**src/rtl/truth_table_sweeper.sv**
```systemverilog
// truth_table_sweeper: walks an N_IN-input combinational DUT through all 2^N_IN vectors,
// captures its truth table and compares it with i_expected. Optional: SWEEPER_STOP_ON_FAIL_EN.
module truth_table_sweeper #(
   parameter int N_IN        = 3,
   parameter int HOLD_CYCLES = 250
) (
   input  logic               i_clk,
   input  logic               i_rst_n,
   input  logic               i_start,
   input  logic               i_dut_out,
   input  logic [2**N_IN-1:0] i_expected,
   output logic [N_IN-1:0]    o_stim,
   output logic               o_busy,
   output logic               o_done,
   output logic [2**N_IN-1:0] o_table_q,
   output logic               o_match,
   output logic [N_IN-1:0]    o_fail_idx
);

   localparam int NV = 2**N_IN;
   localparam int CW = $clog2(HOLD_CYCLES + 1);
   localparam logic [CW-1:0] RELOAD = CW'(HOLD_CYCLES - 1);

   typedef enum logic [1:0] {S_IDLE, S_DRIVE, S_DONE} state_t;

   state_t          r_state;
   state_t          w_state_nxt;
   logic [N_IN-1:0] r_stim;
   logic [CW-1:0]   r_cnt;
   logic [NV-1:0]   r_table;
   logic            r_match;
   logic [N_IN-1:0] r_fail_idx;
   logic            r_failed;

   logic            w_sample;
   logic            w_mis;
   logic            w_last;
   logic            w_end;
   logic [NV-1:0]   w_tbl_nxt;

   assign w_sample = (r_state == S_DRIVE) && (r_cnt == '0);
   assign w_mis    = (i_dut_out != i_expected[r_stim]);
   assign w_last   = &r_stim;

`ifdef SWEEPER_STOP_ON_FAIL_EN
   // Any mismatch ends the sweep, so a mismatch seen here is always the first one.
   assign w_end = w_last || w_mis;
`else
   assign w_end = w_last;
`endif

   // Table as it will look after this cycle's capture; used for the final compare.
   always_comb begin
      w_tbl_nxt         = r_table;
      w_tbl_nxt[r_stim] = i_dut_out;
   end

   always_ff @(posedge i_clk) begin
      if (!i_rst_n) r_state <= S_IDLE;
      else          r_state <= w_state_nxt;
   end

   always_comb begin
      w_state_nxt = r_state;
      case (r_state)
         S_IDLE:  if (i_start) w_state_nxt = S_DRIVE;
         S_DRIVE: if (w_sample && w_end) w_state_nxt = S_DONE;
         S_DONE:  w_state_nxt = S_IDLE;
         default: w_state_nxt = S_IDLE;
      endcase
   end

   always_comb begin
      o_busy = 1'b0;
      o_done = 1'b0;
      case (r_state)
         S_DRIVE: o_busy = 1'b1;
         S_DONE:  o_done = 1'b1;
         default: ;
      endcase
   end

   always_ff @(posedge i_clk) begin
      if (!i_rst_n) begin
         r_stim     <= '0;
         r_cnt      <= '0;
         r_table    <= '0;
         r_match    <= 1'b0;
         r_fail_idx <= '0;
         r_failed   <= 1'b0;
      end else begin
         case (r_state)
            S_IDLE: begin
               if (i_start) begin
                  r_stim     <= '0;
                  r_cnt      <= RELOAD;
                  r_table    <= '0;
                  r_match    <= 1'b0;
                  r_fail_idx <= '0;
                  r_failed   <= 1'b0;
               end
            end
            S_DRIVE: begin
               if (r_cnt != '0) begin
                  r_cnt <= r_cnt - CW'(1);
               end else begin
                  r_table <= w_tbl_nxt;
                  if (w_mis && !r_failed) begin
                     r_failed   <= 1'b1;
                     r_fail_idx <= r_stim;
                  end
                  if (w_end) begin
                     r_stim  <= '0;
                     r_match <= (w_tbl_nxt == i_expected);
                  end else begin
                     r_stim <= r_stim + N_IN'(1);
                     r_cnt  <= RELOAD;
                  end
               end
            end
            default: ;
         endcase
      end
   end

   assign o_stim     = r_stim;
   assign o_table_q  = r_table;
   assign o_match    = r_match;
   assign o_fail_idx = r_fail_idx;

endmodule
```
**config.mk**
```make
export PLATFORM = sky130hd
export DESIGN_NAME = truth_table_sweeper
export DESIGN_NICKNAME = d
export VERILOG_FILES = /design/src/rtl/truth_table_sweeper.sv
export SDC_FILE = /design/constraint.sdc
export NUM_CORES = 1
export LEC_CHECK = 0
export CAP_MARGIN = 5
export CELL_PAD_IN_SITES_DETAIL_PLACEMENT = 0
export CELL_PAD_IN_SITES_GLOBAL_PLACEMENT = 1
export CORE_ASPECT_RATIO = 1.2
export CORE_MARGIN = 3
export CORE_UTILIZATION = 40
export CTS_CLUSTER_SIZE = 20
export DETAILED_ROUTE_END_ITERATION = 7
export PLACE_DENSITY_LB_ADDON = 0.12
export SETUP_SLACK_MARGIN = 0.05
export SYNTH_ARGS = -nofsm -noshare
export SYNTH_HDL_FRONTEND = slang
export SYNTH_SLANG_ARGS = --single-unit
```
**constraint.sdc**
```tcl
create_clock -name i_clk -period 5.31 [get_ports i_clk]
set_input_delay 1.062 -clock i_clk [delete_from_list [all_inputs] [get_ports i_clk]]
set_output_delay 1.062 -clock i_clk [all_outputs]
set_load 0.005 [all_outputs]
```
* After elaboration in Yosys (flattened, before gate mapping)
Cells that the tools add are included.
** Cells by class
- $add $sub $neg :: 2
- Order comparisons :: 2
- Eq/ne operators :: 10
- Muxes and demuxes :: 31
- Reductions and logical operators :: 15
** Operators by type and width (number)
- $mux W8 :: 5
- $pmux W8 S2 :: 2
- $mux W3 :: 5
- $pmux W3 S2 :: 2
- $mux W1 :: 9
- $reduce_and A3 Y1 :: 3
- $bwmux W8 :: 1
- $eq A8 B8 Y1 :: 1
- $logic_not A8 Y1 :: 1
- $reduce_and A4 Y1 :: 2
- $reduce_bool A8 Y1 :: 1
- $sub A8 B1 Y8 const B :: 1
- $ne A2 B2 Y1 const B :: 3
- $logic_and A1 B1 Y1 :: 4
- $lt A3 B4 Y1 const B :: 1
- $mux W2 :: 2
- $ne A2 B1 Y1 const B :: 2
- $pmux W1 S2 :: 2
- $pmux W2 S2 :: 1
- $add A3 B1 Y3 const B :: 1
- $bmux W1 S3 :: 1
- $demux W1 S3 :: 1
- $ge A3 B1 Y1 const B :: 1
- $ne A3 B2 Y1 const B :: 1
- 7 further kinds :: 7
** Storage, ports and cells
- Flip-flop bits (word level) :: 26
- Output and inout port bits :: 17
- Logic and storage cells :: 67

* Depth between registers and ports, before layout
- Word-level depth :: 9
- Depth in mapped cells :: 9
- Depth with buffers taken out :: 7

* Worst setup path before layout
No wires, ideal clock.
- Path type :: input-to-reg
- From :: input i_expected[7]
- To :: register r_failed
- Setup time :: 0.119 ns
- Arrival time :: 2.249 ns
- Required time :: 5.191 ns
- Setup slack :: 2.942 ns
- Stages :: 5
- Path buffers :: 0
- Cells stage by stage :: mux2i_1 > mux4_2 > xor2_1 > nor2_1 > o221a_2
** On the way
- Longest elaborated chain between the ends :: 6
** RTL lines
- from (decl) :: RTL line 11 : input logic [2**N_IN-1:0] i_expected,
- $bmux W1 S3 :: RTL line 42 : assign w_mis = (i_dut_out != i_expected[r_stim]);
- $mux W1 (not written as such) :: RTL line 42
- $ne A1 B1 Y1 :: RTL line 42
- $logic_and A1 B1 Y1 :: RTL line 108 : if (w_mis && !r_failed) begin
- $ne A2 B1 Y1 (no source line)
- $reduce_and A4 Y1 (no source line)
- to (signal assigned) :: RTL line 90 : r_failed <= 1'b0;
- to (signal assigned) :: RTL line 100 : r_failed <= 1'b0;
- to (signal assigned) :: RTL line 109 : r_failed <= 1'b1;
- to (decl) :: RTL line 33 : logic r_failed;
Every way passes these cells. The select of a mux whose other input is x is not followed.
A chain may end at the register's enable or synchronous reset.

* Final worst setup path
- From :: register r_state[0]
- To :: output o_busy
** On the way
- Longest elaborated chain between the ends :: 2
** RTL lines
- from (decl) :: RTL line 26 : state_t r_state;
- from (signal assigned) :: RTL line 60 : else r_state <= w_state_nxt;
- $eq A2 B1 Y1 :: RTL line 76 : case (r_state)
- $mux W1 :: RTL line 76
- to (decl) :: RTL line 13 : output logic o_busy,
Every way passes these cells.

==> flow_summary.yaml <==
outcome:
  status: "complete, no violations"
floorplanning:
  die_w_um: 63.11
  die_area_um2: 4703
  die_height_um: 74.53
  rows: 24
  ios: 29
  initial_utilization: 0.4238
  core_um2: 3694
setup_path:
  critPathArrivalTime_ns: 1.83
  r2r_end: "r_failed"
  crit_type: "reg2out"
  start_kind: "flop"
  critical_path_peak_fanout: 12
  crit_path_end_kind: "output port"
  r2r_cells: 5
  reg2reg_from: "o_stim[0]"
  crit_required_ns: 4.25
  reg2reg_slack_ns: 2.96
clock_network:
  cts_tree: "done"
  hold_buffers: 0
  post_cts_buffers: 0
  root_buffer: "clkbuf_8"
  ctsResizeCount: 0
  cts-htree-levels: 1
  cts_made_buffers: 3
  clk_latency_ns: 0.27
  path_clk_slew_ns: 0.10
  clock_tree.buffer_depth: 2
  clkSinkCount: 26
timing:
  fmax_ghz: 0.3457
  maxSlewViolCount: 0
  finalClockSkew_ns: 0.004143
  worst_slew_pin_slew_ns: 0.6669
  setup_violations: 0
  rsz0062_at_grt: "no"
  worst_slack_ns: 2.417
  tns_ns: 0
  slew_headroom: 0.5548
  period_share: 0.5448
  min_period_ns: 2.893
  final-hold-violation-count: 0
finish:
  finalNetCount: 219
  diodes: 0
  area_delta_synth_final_pct: 22.70
  drive_gt1_frac: 0.04950
  fillers: 365
run:
  maxCapViolCount: 0
synth:
  synth_fp_nets: 197
  yosysSeqAreaShare: 0.3325
  syn_inst: 181
  syn_area_um2: 1565
  synth-seq-cells: 26
  ys_types: 47
  synth_edf_count: 0
  async_flop_share: 0
  synth_ff_type: "dfxtp_1"
  ys_warn_count: 0
  syn_area_per_cell_um2: 8.648
drt:
  route.detailed.drc: 0
  vias_per_cell: 5.661
  ant_nets: 0
  vias: 1438
  wl_um: 3913
  dr.pass1.iters: 4
  drt_iter0_drc: 79
  post_drt_wl_per_cell_um: 15.41
placed_design:
  dp_slack_ns: 2.191
  io_buffers: 28
  dp_hpwl_um: 2798
  gp_congestion: 0.9029
global_routing:
  antenna_found_initial: 0
  grt_busiest_layer: "met2"
  grt_use_met2: 0.3048
  grt_pass1_wl_um: 6568
  overflow: 0
  grt_pass1_vias: 1400
  gr-usage-all-layers: 0.1760
  grtUsageMet3: 0.03021
  gr-usage-met1: 0.2216
  grt_start_max_net_pins: 19
pwr:
  ir_drop_mv: 0.1628
  power_density_nw_per_um2: 242.9
  cellLeakagePower_nw: 0.6855
min_path:
  holdPathEnd: "o_table_q[3]"
  hold_class: "reg2reg"
  worstHoldStart: "o_table_q[3]"
  whs_path_depth: 2
stage by stage:
stage	area, um^2	std cells	hold slack [ns]	total power, W	utilization
global placement	1849	250	0.4754	0.0003016	0.5007
global route	1921	254	0.5211	0.0004892	0.5200
floorplan	1565	181	0.4610	0.0002788	-
CTS	1921	254	0.4998	0.0004687	0.5200
finish	1921	254	0.4975	0.0004665	0.5200
detailed placement	1849	250	0.4867	0.0003034	0.5007
Yosys cell counts, types with 3 or more instances:
| cell | count | area (um^2) |
|---|---|---|
| nor2_1 | 19 | 71.32 |
| mux2i_1 | 12 | 120.1 |
| dfxtp_1 | 26 | 520.5 |
| buf_2 | 4 | 20.02 |
| nor2b_1 | 3 | 18.77 |
| nor3b_1 | 3 | 22.52 |
| a21oi_1 | 14 | 70.07 |
| a211oi_1 | 3 | 22.52 |
| ha_1 | 4 | 50.05 |
| clkbuf_1 | 4 | 15.01 |
| xor2_1 | 7 | 61.31 |
| o21ai_0 | 7 | 35.03 |
| nand3b_1 | 5 | 37.54 |
| and2_1 | 3 | 18.77 |
| o21ai_1 | 3 | 15.01 |
| nand2_1 | 10 | 37.54 |
| a22oi_1 | 3 | 22.52 |
| o2111ai_1 | 3 | 26.28 |
| nand3_1 | 7 | 35.03 |
| nand4_1 | 3 | 18.77 |
kinds of logic after synthesis:
group           after synthesis  synth area share
flops                        26            0.3325
buf+inv                      14           0.04636
simple gates                 68            0.2542
compound gates               49            0.2046
fa+ha+maj                     4           0.03198
mux                          13           0.09113
xor+xnor                      7           0.03917
metal layers:
metal	up-vias	share of wire
met1	673	0.45
li1	721	-
met5	-	0
met3	7	0.038
met2	37	0.49
met4	0	0.015
state kept, by name (all words and copies together) (netlist names):
signal / cells
o_stim: 3
o_table_q: 8
r_cnt: 8
o_fail_idx: 3
r_failed: 1
r_state: 2
o_match: 1
power breakdown:
group	switching [W]	internal (W)	total [W]
combinational	0.0000451	0.0000360	0.0000811
clock	0.0000659	0.000101	0.000167
sequential	0.0000149	0.000204	0.000219
layout make-up:
type / instances / area [um^2] / area share
Sequential cell: 26 / 520.5 / 0.2710
Inverter: 3 / 11.26 / 0.005863
Multi-Input combinational cell: 141 / 972.2 / 0.5062
Tap cell: 52 / 65.06 / 0.03388
Clock buffer: 3 / 41.29 / 0.02150
Clock inverter: 1 / 30.03 / 0.01564
Timing Repair Buffer: 28 / 280.3 / 0.1459
placed cells by master (no fill, tap or decap), types with 2 or more instances in the layout:
cell type	netlist	routed
o22ai_1	2	2
clkbuf_8	0	3
nor2b_1	3	3
dfxtp_1	26	26
o21ai_0	7	7
nand4_1	3	3
a21oi_1	14	14
xor2_1	7	7
o31ai_1	2	2
o211ai_1	2	2
nand2_1	10	10
inv_1	2	2
o21ai_1	3	3
nor3b_1	3	3
a211oi_1	3	3
nand3_1	7	7
nor4b_1	2	2
and3_1	2	2
a41oi_1	2	2
nor2_1	19	19
clkdlybuf4s50_1	0	28
mux2i_1	12	12
nand3b_1	5	5
a211o_1	2	2
nor3_1	2	2
ha_1	4	4
o2111ai_1	3	3
and2_1	3	3
and3b_1	2	2
a22oi_1	3	3
worst max-delay path by stage:
| stage | from | to | cells past startpoint |
|---|---|---|---|
| global route | r_state[0] | o_busy | 2 |
| detailed placement | i_expected[3] | r_failed | 6 |
| finish | r_state[0] | o_busy | 2 |
| CTS | r_state[0] | o_busy | 2 |
| global placement | i_expected[6] | r_failed | 6 |
| floorplan | i_expected[7] | r_failed | 5 |
worst max-delay path, cell delays in order, from the launching register on:
cell and delay, ns:
dfxtp_1 0.56, nor2b_1 0.41, clkdlybuf4s50_1 0.59
(Power assumes the default switching activity.)
